$ cat config.mk
export PLATFORM = sky130hd
export DESIGN_NAME = ram_port_arb
export DESIGN_NICKNAME = d
export VERILOG_FILES = /design/src/rtl/ram_port_arb.sv
export SDC_FILE = /design/constraint.sdc
export NUM_CORES = 1
export LEC_CHECK = 0
export ABC_AREA = 1
export CORE_MARGIN = 4
export CORE_UTILIZATION = 50
export CTS_BUF_LIST = sky130_fd_sc_hd__clkbuf_8
export DETAILED_ROUTE_END_ITERATION = 16
export GPL_TIMING_DRIVEN = 0
export PLACE_DENSITY = 0.94
export SLEW_MARGIN = 10
export SYNTH_ARGS = -nofsm -noshare
export SYNTH_HDL_FRONTEND = slang
export SYNTH_SLANG_ARGS = --single-unit
$ cat constraint.sdc
create_clock -name clk -period 4.2 [get_ports clk]
set_input_delay 0.84 -clock clk [delete_from_list [all_inputs] [get_ports clk]]
set_output_delay 0.84 -clock clk [all_outputs]
set_load 0.03 [all_outputs]
$ cat src/rtl/ram_port_arb.sv
// Arbitrates a single-port RAM between a buffered write path and a host read port.
// Optional ARB_WR_PRIORITY_EN: pending writes always win over reads instead of alternating grants.
module ram_port_arb #(
    parameter int ADDR_W = 3,
    parameter int DATA_W = 8
) (
    input  logic              clk,
    input  logic              reset_n,
    input  logic              wr_req,
    input  logic [DATA_W-1:0] wr_data,
    input  logic              rd_req,
    input  logic [ADDR_W-1:0] rd_addr,
    output logic              rd_ack,
    output logic [DATA_W-1:0] rd_data,
    output logic              ram_we,
    output logic              ram_re,
    output logic [ADDR_W-1:0] ram_addr,
    output logic [DATA_W-1:0] ram_wdata,
    input  logic [DATA_W-1:0] ram_rdata,
    output logic [ADDR_W-1:0] wr_ptr,
    output logic              overflow
);

    // state  | meaning
    // IDLE   | no RAM access, arbitration decided here
    // WR     | buffer head written to RAM at wr_ptr
    // RD     | RAM read issued at captured host address
    // RDATA  | read data returned to host with rd_ack
    typedef enum logic [1:0] {
        S_IDLE,
        S_WR,
        S_RD,
        S_RDATA
    } state_t;

    state_t            r_state;
    state_t            w_state_nxt;
    logic [DATA_W-1:0] r_buf [0:1];
    logic              r_head;
    logic [1:0]        r_count;
    logic [1:0]        w_count_nxt;
    logic [ADDR_W-1:0] r_wr_ptr;
    logic [ADDR_W-1:0] r_rd_addr;
    logic              r_last_wr;
    logic              r_overflow;
    logic              w_pop;
    logic              w_push;
    logic              w_drop;
    logic              w_tail;
    logic              w_pending;

    assign w_pop     = (r_state == S_WR);
    assign w_push    = wr_req && ((r_count != 2'd2) || w_pop);
    assign w_drop    = wr_req && (r_count == 2'd2) && !w_pop;
    // With two entries the tail slot equals head when full, which is the slot freed by a concurrent pop.
    assign w_tail    = r_head ^ r_count[0];
    assign w_pending = (r_count != 2'd0);

    always_comb begin
        w_count_nxt = r_count;
        case ({w_push, w_pop})
            2'b10:   w_count_nxt = r_count + 2'd1;
            2'b01:   w_count_nxt = r_count - 2'd1;
            default: w_count_nxt = r_count;
        endcase
    end

    always_comb begin
        w_state_nxt = r_state;
        case (r_state)
            S_IDLE: begin
`ifdef ARB_WR_PRIORITY_EN
                if (w_pending)
                    w_state_nxt = S_WR;
                else if (rd_req)
                    w_state_nxt = S_RD;
`else
                if (w_pending && (!rd_req || !r_last_wr))
                    w_state_nxt = S_WR;
                else if (rd_req)
                    w_state_nxt = S_RD;
`endif
            end
            S_WR:    w_state_nxt = S_IDLE;
            S_RD:    w_state_nxt = S_RDATA;
            S_RDATA: w_state_nxt = S_IDLE;
            default: w_state_nxt = S_IDLE;
        endcase
    end

    always_ff @(posedge clk) begin
        if (!reset_n) begin
            r_state    <= S_IDLE;
            r_head     <= 1'b0;
            r_count    <= 2'd0;
            r_wr_ptr   <= '0;
            r_rd_addr  <= '0;
            r_last_wr  <= 1'b0;
            r_overflow <= 1'b0;
        end else begin
            r_state <= w_state_nxt;
            r_count <= w_count_nxt;
            if (w_pop) begin
                r_head    <= ~r_head;
                r_wr_ptr  <= r_wr_ptr + 1'b1;
                r_last_wr <= 1'b1;
            end
            if (r_state == S_RDATA)
                r_last_wr <= 1'b0;
            if ((r_state == S_IDLE) && (w_state_nxt == S_RD))
                r_rd_addr <= rd_addr;
            if (w_drop)
                r_overflow <= 1'b1;
        end
    end

    // Buffer storage needs no reset; r_count qualifies its contents.
    always_ff @(posedge clk) begin
        if (w_push)
            r_buf[w_tail] <= wr_data;
    end

    always_comb begin
        ram_we    = 1'b0;
        ram_re    = 1'b0;
        ram_addr  = '0;
        ram_wdata = '0;
        rd_ack    = 1'b0;
        rd_data   = '0;
        case (r_state)
            S_WR: begin
                ram_we    = 1'b1;
                ram_addr  = r_wr_ptr;
                ram_wdata = r_buf[r_head];
            end
            S_RD: begin
                ram_re   = 1'b1;
                ram_addr = r_rd_addr;
            end
            S_RDATA: begin
                rd_ack  = 1'b1;
                rd_data = ram_rdata;
            end
            default: ;
        endcase
    end

    assign wr_ptr   = r_wr_ptr;
    assign overflow = r_overflow;

endmodule

==> flow_metrics.env, run 1 <==
export IMPL_status="completed"
export IMPL_start_util_pct=52.1
export IMPL_startpoint_type="register"
export IMPL_cp_data_arrival_time_ns=2.43
export IMPL_postCtsHoldBufs=0
export IMPL_synth_area_um2=1430
export IMPL_cts_setup_buffers=0
export IMPL_portBuffers=47
export IMPL_fin_crit_sh_pct=77.7
export IMPL_numCtsBuffers=5
export IMPL_crit_slowest_cell="clkdlybuf4s50_1"
export IMPL_rrSetupSlack_ns=2.19
export IMPL_grt_max_degree=11
export IMPL_path_max_fanout=10
export IMPL_core_area_um2=2730
export IMPL_async_reset_ff_share_pct=0
export IMPL_ctsLongestPathBuffers=2
export IMPL_cts_root_buf="clkbuf_8"
export IMPL_cts_clk_slew_worst_paths_ns=0.06
export IMPL_track_usage_pct=17.9
export IMPL_hpwl_um=2370
export IMPL_antenna_cells=0
export IMPL_synth_top_cell_by_area="edfxtp_1"
export IMPL_placed_cells=236
export IMPL_overflow=0
export IMPL_drt_initial_drc_count=60
export IMPL_required_ns=3.36
export IMPL_fin_crit_ns=3.27
export IMPL_synth_area_leaders="edfxtp_1 34%, dfxtp_1 20%, nor2_1 7.4%"
export IMPL_timing_final_ws_setup_ns=0.935
export IMPL_die_area_um2=3770
export IMPL_synth_commonest_cells="28 x nor2_1, 24 x inv_1, 22 x nand2_1"
export IMPL_ys_ff_latch=30
export IMPL_htreeDepth=2
export IMPL_fp_dieW_um=61.4
export IMPL_fin_hold_ws_ns=0.458
export IMPL_worstHoldStart="overflow"
export IMPL_gp_congestion=0.736
export IMPL_vias_per_cell=4.87
export IMPL_timing_slew_headroom_pct=51.7
export IMPL_cellPowerDensity_nw_per_um2=648
export IMPL_ys_types=22
export IMPL_synth_fp_nets=188
export IMPL_die_height_um=61.4
export IMPL_synth_top_area_share_pct=33.7
export IMPL_final_cells=244
export IMPL_cp_end_kind="output pin"
export IMPL_critPathLaunch="r_state[1]"
export IMPL_worst_pin_slew_ns=0.722
export IMPL_p_switching_uw=535
export IMPL_seq_area_frac_synth_pct=53.4
export IMPL_ioPinCount=49
export IMPL_combPwrFrac_pct=46.1
export IMPL_critPathKind="register to output pin"
export IMPL_fin_skew_ns=0.00301
export IMPL_ir_drop_uv=554
export IMPL_syn_to_final_growth_pct=42.1
export IMPL_switching_share_pct=40.8
export IMPL_hold_path_class="register to register"
export IMPL_fin_setup_tns_ns=0
export IMPL_ant_nets=0
export IMPL_grt_setup_unrepaired="false"
export IMPL_avgSynthCellArea_um2=9.02
export IMPL_intPower_uw=776
export IMPL_finalHoldViolCount=0
export IMPL_leakagePower_uw=0.000877
export IMPL_grt_pass1_vias=1080
export IMPL_max_freq_mhz=306
export IMPL_synth_edf_count=16
export IMPL_r2r_start="r_state[1]"
export IMPL_cts_tree="done"
export IMPL_clock_latency_ns=0.27
export IMPL_routed_via_count=1188
export IMPL_rows=19
export IMPL_routed_wl_um=3150
export IMPL_drive_gt1_share_pct=7.51
export IMPL_nNetsFinal=242
export IMPL_dr_pass1_iters=4
export IMPL_dominantRegCellSynth="edfxtp_1"
export IMPL_synthCells=158
export IMPL_grt_pass1_wl_um=4890
export IMPL_synth_most_common_cell="nor2_1"
export IMPL_clkSinkCount=30
export IMPL_wl_per_cell_um=12.9
export IMPL_slew_violations=0
export IMPL_p_seq_share_pct=36.7
export IMPL_power_total_uw=1310
export IMPL_finalSetupViolCount=0
export IMPL_worstPathCellList="inv_1 -> ha_1 -> clkbuf_1 -> o21ai_0 -> nor2_1 -> clkdlybuf4s50_1"
export IMPL_slowest_delay_ns=0.70
export IMPL_antenna_found_initial=0
export IMPL_maxCapViolCount=0
export IMPL_drc=0
export IMPL_cts_repair_resized=0
export IMPL_yosysWarnings=0
export IMPL_power_frac_clock_pct=17.2
export IMPL_place_ws_ns=1.27
-- final timing paths --
check	to	depth (start not counted)
worst max-delay path	ram_wdata[7]	6
worst max register to register	r_count[1]	8
worst min register to register	overflow	2
worst min-delay path	overflow	2
-- stage by stage --
| step | cell area, µm² | util, % |
|---|---|---|
| 4_1_cts | 2020 | 74.1 |
| 5_1_grt | 2020 | 74.1 |
| 6_report | 2020 | 74.1 |
| 3_3_place_gp | 1930 | 70.8 |
| 2_1_floorplan | 1430 | - |
| 3_5_place_dp | 1930 | 70.8 |
-- power groups by stage --
| stage | Combinational, µW | Sequential [µW] | Clock [µW] |
|---|---|---|---|
| after global placement | 582 | 478 | 0 |
| after CTS | 609 | 480 | 229 |
| final | 605 | 481 | 226 |
| after global routing | 660 | 492 | 245 |
| after floorplan | 408 | 483 | 0 |
| after detailed placement | 605 | 483 | 0 |
-- final cells by class --
cell class	count	area [µm²]
tap	31	38.8
inverter	24	90.1
multi-input combinational	99	546
clock inverter	2	7.51
buffer	5	28.8
clock buffer	6	82.6
sequential	30	761
fill	196	709
timing repair buffer	47	470
-- critical path: cells and delay by family, from the launching register on --
family / cells / cell delay [ns]
adder cells (fa/ha/maj): 1 / 0.29
AND/OR/NAND/NOR: 1 / 0.16
flip-flops: 1 / 0.34
AO/OA/AOI/OAI: 1 / 0.16
buffers and inverters: 3 / 1.20
-- routing by layer --
layer | wire length (µm) | vias to the layer above | GRT usage [%]
li1 | - | 613 | -
met1 | 1250 | 539 | 22.0
met2 | 1710 | 34 | 32.2
met3 | 166 | 2 | 3.77
met4 | 19 | 0 | 4.55
met5 | 0 | - | 0
-- cells by family after synthesis --
kind of cell               synth area share [%]
AOI/OAI and AO/OA                          10.4
xor gates and xnor gates                   1.84
adders and majority gates                  6.15
buffers and inverters                      8.34
DFF                                        53.4
and+or+nand+nor                            19.8
-- state kept, by name, summed over array words and instances (netlist names), named ones only --
register   count
r_rd_addr      3
r_last_wr      1
r_count        2
r_state        2
overflow       1
wr_ptr         3
r_head         1
r_buf         16
-- cells in the final DEF, fill, tap and decap left out, drive strengths merged --
master,n
nor2,30
clkdlybuf4s50,47
dfxtp,14
a21oi,13
ha,7
xor2,2
nand3,6
o21ai,13
xnor2,1
edfxtp,16
nand2,24
or2,1
clkinv,2
buf,3
nor3,1
o31ai,1
inv,24
clkbuf,8
(Power assumes the default switching activity.)
==> run 2, diff against run 1 <==
CORE_UTILIZATION = 42   (was 50)
PLACE_DENSITY = 0.85   (was 0.94)
clock period = 2.8 ns   (was 4.2 ns; I/O delays follow)
==> run 2 against run 1 <==
Effect of this change: highest routed layer unchanged; count of clock-buffer cells in the layout stayed put; die area is 16% higher; critical endpoint is now ram_wdata[4]; core utilization is 7.1 points lower.
==> flow_metrics.env, run 2 (synthesis results as in run 1) <==
export IMPL_status="completed"
export IMPL_nNetsFinal=242
export IMPL_grt_pass1_vias=1134
export IMPL_antenna_found_initial=0
export IMPL_numCtsBuffers=5
export IMPL_grt_pass1_wl_um=4870
export IMPL_cellPowerDensity_nw_per_um2=1020
export IMPL_track_usage_pct=14.6
export IMPL_critPathKind="register to output pin"
export IMPL_critPathLaunch="r_state[1]"
export IMPL_final_cells=257
export IMPL_hpwl_um=2100
export IMPL_fin_crit_ns=2.72
export IMPL_top_register="r_buf"
export IMPL_clkSinkCount=30
export IMPL_worstRegToRegCells=8
export IMPL_cts_root_buf="clkbuf_8"
export IMPL_ioPinCount=49
export IMPL_gp_congestion=0.766
export IMPL_dr_pass1_iters=4
export IMPL_cp_data_arrival_time_ns=2.16
export IMPL_vias_per_cell=4.72
export IMPL_ant_nets=0
export IMPL_routed_wl_um=3000
export IMPL_worst_pin_slew_ns=0.667
export IMPL_fin_crit_sh_pct=97.3
export IMPL_postCtsHoldBufs=0
export IMPL_rrSetupSlack_ns=0.76
export IMPL_finalSetupViolCount=0
export IMPL_grt_setup_unrepaired="false"
export IMPL_die_height_um=66.3
export IMPL_layout_commonest_cell="clkdlybuf4s50_1"
export IMPL_cts_tree="done"
export IMPL_clock_latency_ns=0.27
export IMPL_max_freq_mhz=367
export IMPL_fp_dieW_um=66.3
export IMPL_largest_reg_flops=16
export IMPL_drc=0
export IMPL_fin_skew_ns=0.00456
export IMPL_htreeDepth=2
export IMPL_ctsLongestPathBuffers=2
export IMPL_power_total_uw=2150
export IMPL_overflow=0
export IMPL_required_ns=2.24
export IMPL_die_area_um2=4390
export IMPL_timing_final_ws_setup_ns=0.0759
export IMPL_drt_initial_drc_count=28
export IMPL_syn_to_final_growth_pct=48.0
export IMPL_wl_per_cell_um=11.7
export IMPL_grt_max_degree=11
export IMPL_antenna_cells=0
export IMPL_core_area_um2=3150
export IMPL_rows=20
export IMPL_routed_via_count=1214
export IMPL_drive_gt1_share_pct=8.92
export IMPL_path_max_fanout=10
export IMPL_mostFrequentLayoutCells="41 x clkdlybuf4s50_1, 28 x nor2_1, 24 x inv_1"
export IMPL_portBuffers=47
export IMPL_cp_end_kind="output pin"
export IMPL_r2r_start="r_state[1]"
export IMPL_timing_slew_headroom_pct=55.4
export IMPL_ir_drop_uv=653
export IMPL_place_ws_ns=0.222
export IMPL_fin_setup_tns_ns=0
export IMPL_placed_cells=249
export IMPL_hold_path_class="register to register"
export IMPL_finalHoldViolCount=0
export IMPL_startpoint_type="register"
export IMPL_leakagePower_uw=0.00101
export IMPL_start_util_pct=45.2
export IMPL_worstHoldStart="overflow"
export IMPL_slew_violations=0
export IMPL_hold_depth=2
export IMPL_cts_clk_slew_worst_paths_ns=0.07
export IMPL_maxCapViolCount=0
export IMPL_fin_hold_ws_ns=0.447
run 2: final timing paths:
| path | end |
|---|---|
| max reg2reg | r_count[1] |
| min | overflow |
| min reg2reg | overflow |
| max | ram_wdata[4] |
run 2: metrics by stage:
step	cell area (µm²)	utilization, %
final	2110	66.9
after global routing	2110	66.9
after CTS	2090	66.4
after detailed placement	1950	61.9
after global placement	1950	61.9
after floorplan	1430	-
run 2: final cells by class:
cell class              instances  area [µm²]
flip-flops and latches         30         761
multi-input cells              99         546
inverters                      24        90.1
clock inverters                 2        60.1
clock buffers                   6        82.6
repair buffers                 47         485
fillers                       246        1040
plain buffers                   5        30.0
well taps                      44        55.1
run 2: worst max-delay path: stages, from the launching register on:
cell and delay, ns:
dfxtp_1 0.34, inv_1 0.11, ha_1 0.26, clkbuf_2 0.26, o21ai_0 0.12, nor2_1 0.11
clkdlybuf4s50_1 0.69
run 2: metal layers:
layer	up-vias	wire (µm)	global-route usage, %
li1	612	-	-
met5	-	0	0
met1	555	1250	17.0
met3	5	250	4.08
met4	0	44	6.09
met2	42	1460	24.9
run 2: where the power goes:
part	internal (µW)	switching (µW)
Combinational	338	570
Sequential	631	77.6
Clock	379	156
run 2: timing repair:
| item | 4_1_cts | 5_1_grt |
|---|---|---|
| hold endpoints to repair | 0 | 0 |
| resized for setup | 1 | 6 |
| setup endpoints to repair | 8 | 6 |
| pin swaps | 0 | 0 |
| setup buffers | 0 | 0 |
==> run 3, diff against run 2 <==
CORE_MARGIN = 1   (was 4)
==> run 3 against run 2 <==
Effect of this change: setup slack better by 0.061 ns; global-route usage is 2.9 points higher; critical path type unchanged; highest routed layer unchanged; core utilization shrank 0.82 points.
==> flow_metrics.env, run 3 (synthesis results as in run 1) <==
export IMPL_status="completed"
export IMPL_cp_data_arrival_time_ns=2.10
export IMPL_startpoint_type="register"
export IMPL_drt_initial_drc_count=36
export IMPL_top_register="r_buf"
export IMPL_slew_violations=0
export IMPL_design_area_um2=2070
export IMPL_routed_wl_um=2870
export IMPL_cts_tree="done"
export IMPL_grt_max_degree=11
export IMPL_busiest_layer="met2"
export IMPL_cellPowerDensity_nw_per_um2=952
export IMPL_required_ns=2.24
export IMPL_ctsLongestPathBuffers=2
export IMPL_seq_area_um2=761
export IMPL_worstRegToRegCells=8
export IMPL_grt_pass1_wl_um=4490
export IMPL_antenna_found_initial=0
export IMPL_hold_depth=2
export IMPL_track_usage_pct=17.6
export IMPL_die_area_um2=3630
export IMPL_core_area_um2=3130
export IMPL_min_to="overflow"
export IMPL_grt_pass1_vias=1087
export IMPL_nFillCells=247
export IMPL_postPlaceCellArea_um2=1950
export IMPL_drc=0
export IMPL_vias_per_cell=4.61
export IMPL_path_max_fanout=10
export IMPL_ir_drop_uv=490
export IMPL_clkSinkCount=30
export IMPL_overflow=0
export IMPL_htreeDepth=2
export IMPL_syn_to_final_growth_pct=45.0
export IMPL_finalSetupViolCount=0
export IMPL_use_met2_pct=28.9
export IMPL_cts_root_buf="clkbuf_8"
export IMPL_antenna_cells=0
export IMPL_ant_nets=0
export IMPL_hold_path_class="register to register"
export IMPL_fp_dieW_um=60.3
export IMPL_cts_clk_slew_worst_paths_ns=0.07
export IMPL_hpwl_um=2100
export IMPL_die_height_um=60.3
export IMPL_leakagePower_uw=0.00102
export IMPL_worst_pin_slew_ns=0.693
export IMPL_rows=20
export IMPL_multi_input_area_um2=546
export IMPL_rrSetupSlack_ns=0.78
export IMPL_fin_skew_ns=0.00921
export IMPL_ioPinCount=49
export IMPL_start_util_pct=45.6
export IMPL_portBuffers=47
export IMPL_met1_usage_pct=19.0
export IMPL_drive_gt1_share_pct=8.92
export IMPL_r2r_end="r_count[1]"
export IMPL_timing_slew_headroom_pct=53.6
export IMPL_fin_crit_sh_pct=95.1
export IMPL_worstHoldStart="overflow"
export IMPL_numCtsBuffers=5
export IMPL_layout_commonest_cell="clkdlybuf4s50_1"
export IMPL_critPathKind="register to output pin"
export IMPL_routed_via_count=1185
export IMPL_gp_congestion=0.751
export IMPL_maxCapViolCount=0
export IMPL_largest_reg_flops=16
export IMPL_fin_crit_ns=2.66
export IMPL_finalHoldViolCount=0
export IMPL_fin_setup_tns_ns=0
export IMPL_max_freq_mhz=375
export IMPL_nNetsFinal=242
export IMPL_clock_latency_ns=0.28
export IMPL_grt_setup_unrepaired="false"
export IMPL_mostFrequentLayoutCells="39 x clkdlybuf4s50_1, 28 x nor2_1, 24 x inv_1"
export IMPL_dr_pass1_iters=4
export IMPL_grt_util_met3_pct=4.98
export IMPL_wl_per_cell_um=11.1
export IMPL_cp_end_kind="output pin"
export IMPL_r2r_start="r_state[1]"
[run 3: report_power, final]
| group | switching [µW] | internal (µW) | leakage (µW) |
|---|---|---|---|
| clock network | 156 | 197 | 0.0000472 |
| registers | 79.6 | 632 | 0.000265 |
| logic | 567 | 337 | 0.000710 |
[run 3: final cells by class]
cell class | instances | share of cell area [%]
clock inverter | 2 | 0.605
sequential | 30 | 36.8
clock buffer | 6 | 4.00
tap | 44 | 2.66
multi-input combinational | 99 | 26.4
buffer | 5 | 1.45
inverter | 24 | 4.36
timing repair buffer | 47 | 23.7
[run 3: worst max-delay path by stage]
stage	slack, ns	depth (start not counted)	start	endpoint
6_report	0.14	6	r_state[1]	ram_wdata[4]
5_1_grt	0.001	6	r_state[1]	ram_wdata[2]
4_1_cts	0.09	6	r_state[1]	ram_addr[0]
3_5_place_dp	0.26	6	r_state[1]	ram_wdata[5]
3_3_place_gp	0.29	6	r_state[1]	ram_wdata[5]
2_1_floorplan	0.60	5	r_state[1]	ram_addr[0]
[run 3: repair_timing]
action	CTS	global route
hold buffers	0	0
endpoints found under the setup margin	8	8
resized for setup	1	8
buffers inserted	0	0
[run 3: worst max-delay path, stage by stage (launching register included)]
cell and delay (ns):
dfxtp_1 0.34, inv_1 0.11, ha_1 0.26, clkbuf_2 0.24, o21ai_0 0.11, nor2_1 0.09, clkdlybuf4s50_1 0.68
[run 3: metal layers]
metal	wire [µm]	share of wire (%)	up-vias
li1	-	-	607
met1	1230	43	534
met2	1370	48	35
met3	170	5.9	9
met4	94	3.3	0
met5	0	0	-
[run 3: stage by stage]
step / worst slack (ns) / hold WS (ns) / util (%) / power [µW] / std cells
2_1_floorplan: 0.604 / 0.451 / - / 1340 / 158
3_3_place_gp: 0.290 / 0.438 / 62.4 / 1590 / 249
3_5_place_dp: 0.258 / 0.442 / 62.4 / 1620 / 249
4_1_cts: 0.0865 / 0.452 / 65.4 / 1980 / 257
5_1_grt: 0.00140 / 0.477 / 66.1 / 2100 / 257
6_report: 0.137 / 0.448 / 66.1 / 1970 / 257
